File: config.mk
export PLATFORM = sky130hd
export DESIGN_NAME = reg_file
export DESIGN_NICKNAME = d
export VERILOG_FILES = /design/src/rtl/reg_file_inc.sv /design/src/rtl/reg_file_scoreboard.sv /design/src/rtl/reg_file.sv
export SDC_FILE = /design/constraint.sdc
export NUM_CORES = 2
export LEC_CHECK = 0
export CAP_MARGIN = 10
export CORE_MARGIN = 2
export CORE_UTILIZATION = 45
export DETAILED_ROUTE_END_ITERATION = 8
export DONT_BUFFER_PORTS = 1
export PLACE_DENSITY = 0.72
export SLEW_MARGIN = 10
export SYNTH_ARGS = -nofsm -noshare
export SYNTH_HDL_FRONTEND = slang
export SYNTH_HIERARCHICAL = 1
export SYNTH_SLANG_ARGS = --single-unit
export TNS_END_PERCENT = 20
File: constraint.sdc
create_clock -name clk -period 3.2 [get_ports clk]
set_input_delay 0.48 -clock clk [delete_from_list [all_inputs] [get_ports clk]]
set_output_delay 0.48 -clock clk [all_outputs]
set_load 0.05 [all_outputs]
File: src/rtl/reg_file_inc.sv
// Shared types and constants for the RV32 integer register file.
package reg_file_pkg;

  localparam int XLEN              = 32;
  localparam int REG_FILE_NUM_REGS = 32;
  localparam int REG_ADDR_W        = 5;

  localparam logic [REG_ADDR_W-1:0] REGISTER_X0 = '0;

  // Read request as produced by decode.
  typedef struct packed {
    logic [REG_ADDR_W-1:0] rd;
    logic [REG_ADDR_W-1:0] rs1;
    logic [REG_ADDR_W-1:0] rs2;
  } reg_file_read_params_t;

  // Writeback port bundled for internal use.
  typedef struct packed {
    logic                  valid;
    logic [REG_ADDR_W-1:0] rd;
    logic [XLEN-1:0]       data;
  } reg_file_write_params_t;

endpackage

File: src/rtl/reg_file_scoreboard.sv
// Pending-write scoreboard: tracks registers with an outstanding writeback
// and flags RAW (per source) and WAW hazards for the request being offered.
module reg_file_scoreboard
  import reg_file_pkg::*;
(
  input  logic                  clk,
  input  logic                  rst_n,
  input  logic                  flush_i,
  input  logic                  set_en_i,
  input  logic [REG_ADDR_W-1:0] set_idx_i,
  input  logic                  wb_valid_i,
  input  logic [REG_ADDR_W-1:0] wb_rd_i,
  input  logic [REG_ADDR_W-1:0] rs1_i,
  input  logic [REG_ADDR_W-1:0] rs2_i,
  input  logic [REG_ADDR_W-1:0] rd_i,
  input  logic                  rd_en_i,
  output logic                  rs1_haz_o,
  output logic                  rs2_haz_o,
  output logic                  waw_haz_o
);

  logic [REG_FILE_NUM_REGS-1:0] pending_q, pending_d;

  // Next pending vector: writeback clears first so a same-cycle set wins.
  always_comb begin
    pending_d = pending_q;
    if (wb_valid_i && wb_rd_i != REGISTER_X0) pending_d[wb_rd_i] = 1'b0;
    if (set_en_i && set_idx_i != REGISTER_X0) pending_d[set_idx_i] = 1'b1;
    if (flush_i) pending_d = '0;
    pending_d[0] = 1'b0;
  end

  // Pending vector register.
  always_ff @(posedge clk or negedge rst_n) begin
    if (!rst_n) pending_q <= '0;
    else        pending_q <= pending_d;
  end

  // A pending register whose writeback arrives this cycle is no longer a hazard.
  always_comb begin
    rs1_haz_o = pending_q[rs1_i] && !(wb_valid_i && wb_rd_i == rs1_i);
    rs2_haz_o = pending_q[rs2_i] && !(wb_valid_i && wb_rd_i == rs2_i);
    waw_haz_o = rd_en_i && pending_q[rd_i] && !(wb_valid_i && wb_rd_i == rd_i);
  end

endmodule

File: src/rtl/reg_file.sv
// RV32 architectural register file: x1..x31 storage, writeback bypass to the
// read ports, registered operands one cycle after accept, and hazard stalls.
module reg_file
  import reg_file_pkg::*;
(
  input  logic                  clk,
  input  logic                  rst_n,
  input  logic                  req_valid,
  input  reg_file_read_params_t req_params,
  input  logic                  req_rd_en,
  output logic                  req_ready,
  output logic                  rsp_valid,
  output logic [XLEN-1:0]       rs1_data,
  output logic [XLEN-1:0]       rs2_data,
  input  logic                  wb_valid,
  input  logic [REG_ADDR_W-1:0] wb_rd,
  input  logic [XLEN-1:0]       wb_data,
  input  logic                  flush
);

  reg_file_write_params_t wb;
  logic [XLEN-1:0] regs_q [1:REG_FILE_NUM_REGS-1];
  logic [XLEN-1:0] rs1_data_q, rs2_data_q, rs1_data_d, rs2_data_d;
  logic            rsp_valid_q;
  logic            rs1_haz, rs2_haz, waw_haz;
  logic            accept;

  assign wb.valid = wb_valid;
  assign wb.rd    = wb_rd;
  assign wb.data  = wb_data;

  reg_file_scoreboard u_scoreboard (
    .clk        (clk),
    .rst_n      (rst_n),
    .flush_i    (flush),
    .set_en_i   (accept && req_rd_en),
    .set_idx_i  (req_params.rd),
    .wb_valid_i (wb.valid),
    .wb_rd_i    (wb.rd),
    .rs1_i      (req_params.rs1),
    .rs2_i      (req_params.rs2),
    .rd_i       (req_params.rd),
    .rd_en_i    (req_rd_en),
    .rs1_haz_o  (rs1_haz),
    .rs2_haz_o  (rs2_haz),
    .waw_haz_o  (waw_haz)
  );

  // Ready is independent of req_valid so decode can look ahead.
  always_comb begin
    req_ready = rst_n && !flush && !(rs1_haz || rs2_haz || waw_haz);
    accept    = req_valid && req_ready;
  end

  // Operand select: x0 reads zero, same-cycle writeback beats storage.
  function automatic logic [XLEN-1:0] sel_operand(
    input logic [REG_ADDR_W-1:0] rs,
    input reg_file_write_params_t w,
    input logic [XLEN-1:0]       stored
  );
    if (rs == REGISTER_X0)           return '0;
    else if (w.valid && w.rd == rs)  return w.data;
    else                             return stored;
  endfunction

  // Operand muxes; the storage index is only used when rs is non-zero.
  always_comb begin
    rs1_data_d = sel_operand(req_params.rs1, wb,
                             (req_params.rs1 == REGISTER_X0) ? '0 : regs_q[req_params.rs1]);
    rs2_data_d = sel_operand(req_params.rs2, wb,
                             (req_params.rs2 == REGISTER_X0) ? '0 : regs_q[req_params.rs2]);
  end

  // Register storage; writes to x0 are dropped.
  always_ff @(posedge clk or negedge rst_n) begin
    if (!rst_n) begin
      for (int i = 1; i < REG_FILE_NUM_REGS; i++) regs_q[i] <= '0;
    end else if (wb.valid && wb.rd != REGISTER_X0) begin
      regs_q[wb.rd] <= wb.data;
    end
  end

  // Response registers: operands hold when nothing is accepted.
  always_ff @(posedge clk or negedge rst_n) begin
    if (!rst_n) begin
      rsp_valid_q <= 1'b0;
      rs1_data_q  <= '0;
      rs2_data_q  <= '0;
    end else begin
      rsp_valid_q <= accept;
      if (accept) begin
        rs1_data_q <= rs1_data_d;
        rs2_data_q <= rs2_data_d;
      end
    end
  end

  assign rsp_valid = rsp_valid_q;
  assign rs1_data  = rs1_data_q;
  assign rs2_data  = rs2_data_q;

endmodule

==> flow_summary.ini <==
[clock_tree]
cts.path.max_buffers = 3
cts.clk_slew.worst_paths_ns = 0.06
cts_root_buffer = clkbuf_16
postCtsHoldBufs = 37
cts.sinks = 1088
ctsHtreeMaxLevel = 3
cts_tree = built
insertion_delay_ns = 0.72
cts_buffers = 112

[placed_design]
io_buffer_count = 0
gp_congestion = 0.856
place_area_sq_um = 60100
dp_cells = 5443
dp_hpwl_mm = 99.6

[synth]
synth_edf_count = 0
syn_nets = 4086
ys.flop_type = dfrtp_1
async_reset_ff_share_pct = 100
synth.avg_cell_area_sq_um = 14.6
synth_area_sq_um = 58700
ys_types = 68
seq_area_frac_synth_pct = 46.4
netlist_instances = 4028
synth-seq-cells = 1088
synth_warnings = 6

[final_layout]
nNetsFinal = 3924
areaGrowthSynthToFinish_pct = 10.2
num-fill-cells = 10800
final_cell_area_sq_um = 64700
final_cell_count_no_fill = 5705
drive_gt1_share_pct = 22.7
final_cell_mix = 1088 x dfrtp_1, 1017 x mux2_1, 462 x mux4_2
final_common_cell = dfrtp_1

[global_routing]
grtUsageMet1_pct = 38.8
grt_use_met3_pct = 7.54
grt.busiest_layer = met2
grt_max_degree = 1090
track_usage_pct = 27.3
antenna_found_initial = 10
grt-ovfl-total = 0
grt_pass1_wl_mm = 269
use_met2_pct = 40.5
grt_pass1_vias = 38900

[sta]
hold_viol = 413
worst_slew_pin_slew_ns = 1.51
setup_viol = 1
rsz0062_at_grt = true
max_freq_ghz = 0.296
fin_crit_ns = 3.38
whs_ns = -0.543
clock_skew_ns = 0.0300
fin_ws_ns = -0.183
fin_setup_tns_ns = -0.183
relSlewSlack_pct = -0.353
finalCritPeriodShare_pct = 106
slew_violations = 17

[drt]
wire_per_inst_um = 32.0
drtPass1Iterations = 6
vias_per_cell = 6.80
drc = 0
vias = 38800
drt_iter0_drc = 4665
postRouteWirelength_mm = 183
final_antenna_net_count = 0

[power_and_ir_drop]
ir_drop_v = 0.000527
p_int_uw = 28600
comb_power_share_pct = 16.9
sequentialPowerShare_pct = 48.9
powerDensity_nw_per_um2 = 617
p_leak_uw = 0.0278
p_switching_uw = 11400
p_clk_share_pct = 34.1
swShare_pct = 28.4
p_total_uw = 39900

[worst_setup_path]
start_kind = flop
path_max_fanout = 4
startpoint = u_scoreboard/pending_q[24]
critPathArrivalTime_ns = 2.90
setup.worst_path.class = flop to primary output
crit_path_end_kind = primary output
crit_required_ns = 2.72
r2r_start = u_scoreboard/pending_q[15]

[worst_hold_path]
hp-class = input pin to asynchronous set/reset pin

[floorplan]
top_level_ports = 124
rows = 132
initial_core_util_pct = 45.4
core_area_sq_um = 129000
die_w_um = 365
die_h_um = 365
die-area_sq_um = 133000

[outcome]
violations = negative hold slack, max-slew violations, negative setup slack
status = finished, violations left

[flow_run]
max_cap_viol_count = 0
-- power by group through the flow --
| stage | logic, uW | registers, uW | clock network (uW) |
|---|---|---|---|
| 6_report | 6760 | 19500 | 13600 |
| 5_1_grt | 7230 | 19800 | 14300 |
| 4_1_cts | 6450 | 19400 | 13800 |
| 3_5_place_dp | 6150 | 19600 | 0 |
| 3_3_place_gp | 5950 | 19500 | 0 |
| 2_1_floorplan | 5660 | 18600 | 0 |
-- per-layer routing --
| metal | part of all wire, % | vias up |
|---|---|---|
| li1 | - | 15400 |
| met1 | 41 | 20900 |
| met2 | 45 | 2116 |
| met3 | 11 | 405 |
| met4 | 3.6 | 4 |
| met5 | 0.015 | - |
-- flip-flops by register name (all words and copies together) (netlist names) --
register                count
regs_q                    992
rsp_valid                   1
u_scoreboard/pending_q     31
rs1_data                   32
rs2_data                   32
-- worst paths after layout --
check / end / slack [ns] / cells after the start
worst min register to register: regs_q[526] / 0.50 / 1
worst max-delay path: req_ready / -0.18 / 8
min in group clk: rs1_data[1] / 0.04 / 2
max in group asynchronous: regs_q[761] / 1.82 / 2
worst min-delay path: regs_q[683] / -0.54 / 0
worst max register to register: rs1_data[7] / 0.09 / 14
-- cells in the mapped netlist, types with 7 or more instances --
cell / instances / area [sq um]
a221o_1: 12 / 120
buf_4: 34 / 255
a21oi_1: 42 / 210
nand4_1: 13 / 81.3
clkbuf_1: 222 / 833
mux4_2: 461 / 10400
o41ai_1: 14 / 123
buf_1: 60 / 225
nand3_1: 35 / 175
dfrtp_1: 1088 / 27200
a211oi_1: 41 / 308
mux2_1: 1017 / 11500
o31ai_1: 8 / 60.1
o311ai_1: 9 / 78.8
nor2_1: 95 / 357
nor4_1: 11 / 68.8
o22ai_1: 45 / 282
nand2b_1: 12 / 75.1
inv_1: 7 / 26.3
xnor2_1: 7 / 61.3
a221oi_1: 31 / 272
a32oi_1: 60 / 526
buf_6: 29 / 327
nor3_1: 15 / 75.1
and3_1: 10 / 62.6
mux4_1: 8 / 210
buf_2: 86 / 430
o211ai_1: 18 / 135
mux2i_1: 127 / 1270
nand2_1: 90 / 338
nand3b_1: 9 / 67.6
o41ai_2: 20 / 325
mux2_2: 50 / 563
o21ai_0: 48 / 240
a22oi_1: 26 / 195
nor2b_1: 66 / 413
a22o_1: 32 / 280
xor2_1: 18 / 158
-- timing repair --
item,in CTS,in global routing
resized for setup,9,4
endpoints found under the setup margin,1,60
cloned,0,2
pin swaps,5,3
hold endpoints to repair,2169,413
setup buffers,4,2
-- kinds of logic after synthesis --
| kind of cell | after synthesis | synth area share (%) |
|---|---|---|
| DFF | 1088 | 46.4 |
| xor gates and xnor gates | 25 | 0.373 |
| AOI/OAI and AO/OA | 431 | 5.73 |
| muxes | 1663 | 40.7 |
| and+or+nand+nor | 378 | 3.22 |
| buffers and inverters | 443 | 3.65 |
-- area by class of cell --
type	count	area (sq um)	area share, %
Clock buffer	163	3270	5.05
Clock inverter	40	517	0.798
Sequential cell	1088	27200	42.1
Timing Repair Buffer	158	1880	2.91
Antenna cell	8	20.0	0.0309
Multi-Input combinational cell	2497	29600	45.7
Inverter	9	33.8	0.0522
Tap cell	1742	2180	3.37
-- worst max-delay path: stages (launching register included) --
cell and delay (ns):
dfrtp_1 0.40, mux4_2 0.49, nor3b_4 0.24, nor4_2 0.07
a22o_1 0.24, nor4b_4 0.28, buf_4 0.18, nor2b_4 0.14
buf_8 0.15
-- metrics by stage --
step                      setup WS, ns  utilization, %
after floorplan                  0.109               -
after global routing            -0.267            50.0
after detailed placement        -0.232            46.5
after global placement          -0.147            46.5
after CTS                       -0.197            49.8
final                           -0.183            50.0
Note: power is estimated with default switching activity, not from simulation.
